===== src/rtl/stepper_pkg.sv =====
// Shared types for the stepper motion sequencer: FSM states and coil-driver command codes.
package stepper_pkg;

  typedef enum logic [1:0] {
    IDLE,
    ACCEL,
    CRUISE,
    DECEL
  } state_t;

  localparam logic [1:0] CMD_HOLD = 2'b00;
  localparam logic [1:0] CMD_FWD  = 2'b01;
  localparam logic [1:0] CMD_REV  = 2'b10;

endpackage


===== src/rtl/stepper_step_timer.sv =====
// Step-period down-counter: expire strobes in the cycle the count runs out, so a load of N
// yields an expire strobe N cycles later when enabled continuously.
module stepper_step_timer #(
  parameter int PER_W = 12
) (
  input  logic             system1000,
  input  logic             system1000_rstn,
  input  logic             load,
  input  logic [PER_W-1:0] load_val,
  input  logic             en,
  output logic             expire
);

  logic [PER_W-1:0] count;

  assign expire = en & (count <= PER_W'(1));

  always_ff @(posedge system1000 or negedge system1000_rstn) begin
    // NOTE: sequential state uses non-blocking assignments so every register samples pre-edge values.
    if (!system1000_rstn) begin
      count <= '0;
    end else if (load) begin
      count <= load_val;
    end else if (en) begin
      count <= count - 1'b1;
    end
  end

endmodule


===== src/rtl/stepper_motion_sequencer.sv =====
// Trapezoidal-ramp stepper sequencer: accepts signed relative moves, issues step/dir commands.
// Optional ramped stop input enabled by defining STEPPER_SOFT_STOP_EN.
module stepper_motion_sequencer
  import stepper_pkg::*;
#(
  parameter int POS_W        = 16,
  parameter int PER_W        = 12,
  parameter int START_PERIOD = 200,
  parameter int MIN_PERIOD   = 20,
  parameter int ACCEL_STEP   = 4
) (
  input  logic                    system1000,
  input  logic                    system1000_rstn,
  input  logic                    move_valid,
  output logic                    move_ready,
  input  logic signed [POS_W-1:0] move_steps,
  input  logic                    abort,
`ifdef STEPPER_SOFT_STOP_EN
  input  logic                    soft_stop,
`endif
  output logic [1:0]              motor_cmd,
  output logic                    busy,
  output logic                    done,
  output logic signed [POS_W-1:0] position
);

  localparam logic [PER_W-1:0] START_P = PER_W'(START_PERIOD);
  localparam logic [PER_W-1:0] MIN_P   = PER_W'(MIN_PERIOD);
  localparam logic [PER_W-1:0] STEP_P  = PER_W'(ACCEL_STEP);

  state_t                  state, state_nxt;
  logic                    dir, dir_nxt;
  logic [POS_W-1:0]        remaining, remaining_nxt, accel_cnt, accel_cnt_nxt;
  logic [POS_W-1:0]        rem_src, rem_dec;
  logic [PER_W-1:0]        period, period_nxt, tmr_load_val;
  logic [PER_W:0]          dec_sum;
  logic [1:0]              cmd_nxt;
  logic                    done_nxt, tmr_load, step, soft_req, accept;
  logic signed [POS_W-1:0] position_nxt;

  assign move_ready = (state == IDLE);
  assign busy       = (state != IDLE);
  assign accept     = move_valid & move_ready & ~abort;
  assign dec_sum    = {1'b0, period} + {1'b0, STEP_P};

`ifdef STEPPER_SOFT_STOP_EN
  assign soft_req = soft_stop & ((state == ACCEL) | (state == CRUISE));
`else
  assign soft_req = 1'b0;
`endif

  stepper_step_timer #(.PER_W(PER_W)) u_step_timer (
    .system1000      (system1000),
    .system1000_rstn (system1000_rstn),
    .load            (tmr_load),
    .load_val        (tmr_load_val),
    .en              (busy),
    .expire          (step)
  );

  always_comb begin
    // NOTE: every output of this block gets a default first, so no path can infer a latch.
    state_nxt     = state;
    dir_nxt       = dir;
    remaining_nxt = remaining;
    accel_cnt_nxt = accel_cnt;
    period_nxt    = period;
    position_nxt  = position;
    cmd_nxt       = CMD_HOLD;
    done_nxt      = 1'b0;
    tmr_load      = 1'b0;
    tmr_load_val  = period;
    rem_src       = remaining;
    rem_dec       = remaining;

    if (state == IDLE) begin
      if (accept) begin
        if (move_steps == '0) begin
          done_nxt = 1'b1;
        end else begin
          state_nxt     = ACCEL;
          dir_nxt       = move_steps[POS_W-1];
          remaining_nxt = move_steps[POS_W-1] ? -move_steps : move_steps;
          accel_cnt_nxt = '0;
          period_nxt    = START_P;
          tmr_load      = 1'b1;
          tmr_load_val  = START_P;
        end
      end
    end else if (abort) begin
      state_nxt = IDLE;
    end else begin
      // A ramped stop leaves exactly enough steps to mirror the ramp already climbed.
      if (soft_req) rem_src = accel_cnt + 1'b1;
      remaining_nxt = rem_src;
      if (step) begin
        rem_dec       = rem_src - 1'b1;
        remaining_nxt = rem_dec;
        cmd_nxt       = dir ? CMD_REV : CMD_FWD;
        position_nxt  = dir ? position - 1'b1 : position + 1'b1;
        if (rem_dec == '0) begin
          state_nxt = IDLE;
          done_nxt  = 1'b1;
        end else begin
          if (rem_dec <= accel_cnt) begin
            state_nxt = DECEL;
          end else if ((state == ACCEL) && (period <= MIN_P)) begin
            state_nxt = CRUISE;
          end
          if (state_nxt == ACCEL) begin
            period_nxt    = ((period - MIN_P) >= STEP_P) ? period - STEP_P : MIN_P;
            accel_cnt_nxt = accel_cnt + 1'b1;
          end else if (state_nxt == DECEL) begin
            period_nxt = (dec_sum > {1'b0, START_P}) ? START_P : dec_sum[PER_W-1:0];
          end
          tmr_load     = 1'b1;
          tmr_load_val = period_nxt;
        end
      end
    end
  end

  always_ff @(posedge system1000 or negedge system1000_rstn) begin
    if (!system1000_rstn) begin
      state     <= IDLE;
      dir       <= 1'b0;
      remaining <= '0;
      accel_cnt <= '0;
      period    <= START_P;
      motor_cmd <= CMD_HOLD;
      done      <= 1'b0;
      position  <= '0;
    end else begin
      state     <= state_nxt;
      dir       <= dir_nxt;
      remaining <= remaining_nxt;
      accel_cnt <= accel_cnt_nxt;
      period    <= period_nxt;
      motor_cmd <= cmd_nxt;
      done      <= done_nxt;
      position  <= position_nxt;
    end
  end

endmodule


===== config.mk =====
export PLATFORM = sky130hd
export DESIGN_NAME = stepper_motion_sequencer
export DESIGN_NICKNAME = d
export VERILOG_FILES = /design/src/rtl/stepper_pkg.sv /design/src/rtl/stepper_step_timer.sv /design/src/rtl/stepper_motion_sequencer.sv
export SDC_FILE = /design/constraint.sdc
export NUM_CORES = 1
export LEC_CHECK = 0
export CORE_UTILIZATION = 61
export CTS_CLUSTER_SIZE = 10
export DETAILED_ROUTE_END_ITERATION = 8
export GPL_TIMING_DRIVEN = 0
export PLACE_DENSITY = 0.8
export SLEW_MARGIN = 25
export SYNTH_ARGS = -nofsm -noshare
export SYNTH_HDL_FRONTEND = slang
export SYNTH_SLANG_ARGS = --single-unit

===== constraint.sdc =====
create_clock -name system1000 -period 10.2 [get_ports system1000]
set_input_delay 1.53 -clock system1000 [delete_from_list [all_inputs] [get_ports system1000]]
set_output_delay 1.53 -clock system1000 [all_outputs]
set_load 0.05 [all_outputs]

# Word-level counts from Yosys, hierarchy flattened
# Index checks and enable logic that the tools add are counted.
[op_classes]
bitwise_logic = 6
n_mux = 56
n_reduce_logical = 14
magnitude_cmp = 5
n_addsub = 9
eq_ne = 7
[op_table]
columns = ["operator", "count"]
rows = [
  ["$mux 16", 16],
  ["$mux 12", 12],
  ["$add 16x1->16 const B", 2],
  ["$logic_not 16->1", 2],
  ["$mux 2", 16],
  ["$sub 16x1->16 const B", 2],
  ["$le 16x16->1", 1],
  ["$neg 16->16", 1],
  ["$add 12x3->13 const B", 1],
  ["$gt 13x8->1 const B", 1],
  ["$ge 12x3->1 const B", 1],
  ["$le 12x1->1 const B", 1],
  ["$le 12x5->1 const B", 1],
  ["$mux 1", 12],
  ["$reduce_and 3->1", 4],
  ["$sub 12x1->12 const B", 1],
  ["$sub 12x3->12 const B", 1],
  ["$sub 12x5->12 const B", 1],
  ["$reduce_bool 2->1", 4],
  ["$ne 2x2->1 const B", 3],
  ["$reduce_and 6->1", 1],
  ["$eq 2x1->1 const B", 2],
  ["$and 1x1->1", 3],
  ["$not 1->1", 3],
  ["other kinds (5)", 5],
]
[totals]
elab_cells = 106
inputBits = 20
register_bits = 78
out_inout_bits = 21

# Logic depth before layout (Yosys ltp)
[logic_depth]
depth_word = 17
depth_mapped = 17
depth_no_buf = 15

# Cells and area by module
# From an unflattened synthesis, not the netlist that was laid out.
[hier_totals]
hier_cells = 735
area_unflattened_um2 = 6069.6
[by_module_without_submodules]
columns = ["mod", "seq_area_each_um2", "area_each_um2", "cells_each", "instances"]
rows = [
  ["stepper_motion_sequencer", 1655.3, 5363.9, 662, 1],
  ["stepper_step_timer", 300.3, 705.7, 73, 1],
]

# Least setup slack after synthesis
# No wires, ideal clock.
[synth_timing]
kind = "reg-to-reg"
from = "register remaining[4]"
to = "register u_step_timer.count[4]"
path_buffers = 1
stages_incl_launch_ff = 15
setup_ps = 82
arrival_time_ps = 4164
setup_slack_ps = 5954
synth_period_minus_slack_ps = 4246
required_time_ps = 10118
path_cell_list = "dfrtp_1 buf_6 or4_4 or2_2 nor3_1 and2_1 xor2_1 ha_1 nand4_1 a2111o_1 and3_1 nor3_1 o21ai_2 or4_1 a31oi_1"
[synth_between]
elab_chain_cells = 17
word_cells_on_any_way = 24
cone_classes = "add/sub (1); order compare (1); eq/ne (2); mux (18); reduce/logical (2)"
[synth_rtl]
columns = ["element", "line_no", "source"]
rows = [
  ["start: declaration", "stepper_motion_sequencer.sv:33", "logic [POS_W-1:0] remaining, remaining_nxt, accel_cnt, accel_cnt_nxt;"],
  ["start signal: assignment", "stepper_motion_sequencer.sv:136", "remaining <= remaining_nxt;"],
  ["$mux 16 (*)", "stepper_motion_sequencer.sv:90", "end else if (abort) begin"],
  ["$mux 16 (*)", "stepper_motion_sequencer.sv:76", "if (state == IDLE) begin"],
  ["$sub 16x1->16 (*)", "stepper_motion_sequencer.sv:97", "rem_dec = rem_src - 1'b1;"],
  ["$le 16x16->1", "stepper_motion_sequencer.sv:105", "if (rem_dec <= accel_cnt) begin"],
  ["$mux 2", "stepper_motion_sequencer.sv:105", ""],
  ["$mux 2", "stepper_motion_sequencer.sv:101", "if (rem_dec == '0) begin"],
  ["$mux 2", "stepper_motion_sequencer.sv:96", "if (step) begin"],
  ["$mux 2", "stepper_motion_sequencer.sv:90", ""],
  ["$mux 2", "stepper_motion_sequencer.sv:76", ""],
  ["$eq 2x2->1", "stepper_motion_sequencer.sv:113", "end else if (state_nxt == DECEL) begin"],
  ["$mux 12", "stepper_motion_sequencer.sv:113", ""],
  ["$mux 12", "stepper_motion_sequencer.sv:110", "if (state_nxt == ACCEL) begin"],
  ["$mux 12", "--", ""],
  ["$mux 12", "stepper_motion_sequencer.sv:96", ""],
  ["$mux 12", "--", ""],
  ["$mux 12", "stepper_motion_sequencer.sv:76", ""],
  ["$mux 12", "stepper_step_timer.sv:22", "end else if (load) begin"],
  ["end signal: assignment", "stepper_step_timer.sv:23", "count <= load_val;"],
  ["end signal: assignment", "stepper_step_timer.sv:25", "count <= count - 1'b1;"],
  ["end: declaration", "stepper_step_timer.sv:14", "logic [PER_W-1:0] count;"],
]
# Every way passes the cells marked *; elsewhere a longest branch is shown, timed or not. The select of a mux whose other input is x is not followed.
# A chain may end at the register's enable or synchronous reset.

# Final worst setup path
[layout_timing]
from = "register remaining[4]"
to = "register accel_cnt[12]"
[layout_between]
elab_chain_cells = 12
word_cells_on_any_way = 14
cone_classes = "add/sub (1); order compare (1); eq/ne (2); mux (7); reduce/logical (3)"
[layout_rtl]
columns = ["element", "line_no", "source"]
rows = [
  ["$mux 16 (*)", "stepper_motion_sequencer.sv:90", ""],
  ["$mux 16 (*)", "stepper_motion_sequencer.sv:76", ""],
  ["$sub 16x1->16 (*)", "stepper_motion_sequencer.sv:97", ""],
  ["$le 16x16->1", "stepper_motion_sequencer.sv:105", ""],
  ["$mux 2", "stepper_motion_sequencer.sv:105", ""],
  ["$mux 2", "stepper_motion_sequencer.sv:101", ""],
  ["$mux 2", "stepper_motion_sequencer.sv:96", ""],
  ["$mux 2", "stepper_motion_sequencer.sv:90", ""],
  ["$mux 2", "stepper_motion_sequencer.sv:76", ""],
  ["$eq 2x1->1", "stepper_motion_sequencer.sv:110", ""],
  ["$reduce_bool 2->1 (no line)", "--", ""],
  ["$reduce_and 6->1 (no line) (*)", "--", ""],
  ["end signal: assignment", "stepper_motion_sequencer.sv:137", "accel_cnt <= accel_cnt_nxt;"],
  ["end: declaration", "stepper_motion_sequencer.sv:33", ""],
]
# Marked as above.

==> out/summary.txt <==
Clock transition at path regs = 0.09 ns
TritonCTS clock tree = yes
Std-Cell Rows = 36
Sw Pwr = 0.423 mW
Core area = 0.00991 sq mm
CTS Hold Bufs = 0
Required time worst endpoint = 10.48 ns
Power Dens Cells = 152 mW/mm^2
Setup TNS = 0 ns
Fraction of layout cells with a size suffix above 1 = 7.32%
Clk buf depth = 2
Async S/R FF share, synth = 100%
CTS root buffer = clkbuf_8
Critical path's largest stage delay = 0.69 ns
Die area = 0.0108 sq mm
Worst-Margin Slew = 0.958 ns
Pre-antenna DRT Iters = 5
Post-DP HPWL = 13100 um
GR Util All Layers = 34.1%
Pin count of the biggest net entering global routing = 55
Fin area = 0.00716 sq mm
Flop pwr share = 37.5%
Synthesized area per cell = 7.99 sq um
Status = finished clean
Slew HR = 35.5%
Final setup viols = 0
Port bufs = 40
Yosys warnings = 0
Fraction of power spent switching nets = 38.9%
Post-cts resize count = 0
Maxcap violations = 0
Die W = 104 um
CP delay by family, top = simple AND/OR/NAND/NOR gates
Nets@finish = 903
Iteration-0 DRC Markers = 394
Leakage = 2.97 nW
Slowest cell on crit path = a211oi_1
Worst hold path type = reg -> reg
Fin. max-slew vios = 0
First-pass GRT wire length = 29700 um
H-tree levels = 3
DRC Markers = 0
Unique masters post-synth = 75
Synth Area in Compound Gates = 21.9%
Synth Area in Adders = 8.25%
Fillers = 803
CP Max Fanout = 8
Initial antenna violation count = 0
Worst skew pair latency = 0.37 ns
Largest family of logic cells by synthesized area = simple AND/OR/NAND/NOR gates
Clock Skew = 0.0104 ns
Syn Inst Count = 790
Top FF cell, synth = dfrtp_1
Vias per cell = 6.40
Vias in the first global route = 6179
Seq/Total Area, Yosys = 31.0%
Kind of critical path = reg -> reg
Synth Net Count = 851
# IOs = 41
Crit path cell chain = buf_6 > or4_4 > or2_2 > nor3_1 > and2_1 > xor2_1 > ha_1 > nand4_1 > a2111o_1 > and3_1 > a211oi_1 > a21oi_1 > or4_1 > a21oi_1
Routed Antenna Nets = 0
Initial Utilization = 63.7%
Number of enable flip-flop cells after synthesis = 0
Crit end category = register
Total CTS buffers = 9
# Post-CTS Setup Buffers = 0
WP data arrival = 5.36 ns
N_diodes = 0
Highest Clock Rate = 0.197 GHz
Multiplexer area fraction after synthesis = 1.31%
Bufs and invs on worst path = 1
Post-DR wirelength/cell = 17.9 um
Tmin final = 5.08 ns
Design internal power = 0.664 mW
RSZ-0062 raised after global routing = no
Layout area overhead = 13.4%
Vias = 6275
Max VDD drop = 0.000132 V
Tcrit/Tclk final = 49.8%
Simple-gate share of the synthesized area = 26.7%
CTS Sinks = 78
Synth Area in XOR/XNOR = 5.81%
Layout Utilization = 72.2%
Worst Setup Start Kind = register
Final WL = 17500 um
Combinational Power Share = 36.1%
Chip height = 104 um
Synth Cell Area = 0.00631 sq mm
Final hold vios = 0
Clock network power share = 26.4%
Post-DP Area = 0.00691 sq mm
Flip-flop and latch count after synthesis = 78
Most frequent CP cell = a21oi_1
GPL Wtd Cong = 0.962
GRT overflow = 0
## cell usage after synthesis (8+ instances only)
cell,n,share of area [%]
xor2_1,25,3.5
xnor2_1,15,2.1
nor3_1,34,2.7
or4_1,9,1.1
a21oi_1,45,3.6
nand4_1,16,1.6
nand2_1,94,5.6
o31ai_1,17,2.0
clkbuf_1,28,1.7
dfrtp_1,75,30
nand3_1,29,2.3
ha_1,40,7.9
or2_2,13,1.3
nand2b_1,9,0.89
and3_1,9,0.89
nor4_1,13,1.3
or3_1,12,1.2
o21ai_0,70,5.6
inv_1,42,2.5
a31oi_1,11,1.1
a211oi_1,8,0.95
nor2_1,62,3.7
## state kept, by name, indices dropped and copies added (netlist names)
register,count
accel_cnt,16
position,16
remaining,16
period,12
u_step_timer.count,12
motor_cmd,2
state,2
dir,1
done,1
## power by group through the flow
stage,Clock [mW],Sequential (mW),Combinational [mW]
2_1_floorplan,0,0.402,0.275
3_3_place_gp,0,0.406,0.361
3_5_place_dp,0,0.410,0.381
4_1_cts,0.290,0.405,0.385
5_1_grt,0.304,0.413,0.438
6_report,0.287,0.407,0.392
## stage by stage
| stage | hold slack, ns | total power [mW] | std cells | worst slack [ns] |
|---|---|---|---|---|
| after floorplan | 0.480 | 0.677 | 790 | 5.95 |
| after global placement | 0.459 | 0.767 | 963 | 4.82 |
| after detailed placement | 0.478 | 0.791 | 964 | 5.20 |
| after CTS | 0.493 | 1.08 | 980 | 5.16 |
| after global routing | 0.511 | 1.15 | 980 | 4.84 |
| final | 0.487 | 1.09 | 980 | 5.12 |
## cell families after synthesis
group | after synthesis
xor gates and xnor gates | 41
AOI/OAI and AO/OA | 214
muxes | 8
adders and majority gates | 41
and+or+nand+nor | 330
buffers and inverters | 78
DFF | 78
## final cells by class
class                      instances  area [sq um]  area share, %
buffer                            36           164           2.29
tap                              133           166           2.33
timing repair buffer              41           425           5.94
clock buffer                      11           131           1.84
multi-input combinational        634          4050           56.6
inverter                          42           158           2.20
clock inverter                     5           108           1.50
sequential                        78          1960           27.3
## metal layers
layer  part of all wire (%)  vias to the layer above  GRT usage [%]
li1                       -                     2995              -
met1                     42                     2963           42.8
met2                     48                      261           57.8
met3                    6.6                       56           6.29
met4                    3.4                        0           13.9
met5                      0                        -              0
## path summary, 6_finish.rpt
check | cells past startpoint | slack (ns) | endpoint | start
worst min register to register | 1 | 0.49 | position[15]$_DFFE_PN0P_ | position[15]$_DFFE_PN0P_
worst max-delay path | 14 | 5.12 | accel_cnt[12]$_DFFE_PN0P_ | remaining[4]$_DFFE_PN0P_
worst max register to register | 14 | 5.12 | accel_cnt[12]$_DFFE_PN0P_ | remaining[4]$_DFFE_PN0P_
worst min-delay path | 1 | 0.49 | position[15]$_DFFE_PN0P_ | position[15]$_DFFE_PN0P_
max in group asynchronous | 2 | 8.49 | period[7]$_DFF_PN1_ | system1000_rstn
min in group asynchronous | 1 | 1.07 | position[9]$_DFFE_PN0P_ | system1000_rstn
## placed cells by master, fill, tap and decap left out, types with 4 or more instances in the layout
cell type,netlist,final
nand2_1,94,94
dfrtp_1,75,75
o21ai_0,70,70
nor2_1,62,62
a21oi_1,45,45
inv_1,42,42
ha_1,40,40
clkdlybuf4s50_1,0,39
nor3_1,34,32
clkbuf_1,28,30
nand3_1,29,29
xor2_1,25,25
o31ai_1,17,17
nand4_1,16,16
xnor2_1,15,15
or2_2,13,13
nor4_1,13,12
or3_1,12,12
a31oi_1,11,11
or4_1,9,9
nand2b_1,9,9
and3_1,9,9
clkbuf_8,0,9
a211oi_1,8,8
and2_1,7,7
a21o_1,6,6
nor2b_1,6,6
mux2i_1,6,6
o21a_1,6,6
buf_2,5,5
o211ai_1,5,5
a221oi_1,4,4
o41ai_1,4,4
(Power assumes the default switching activity.)
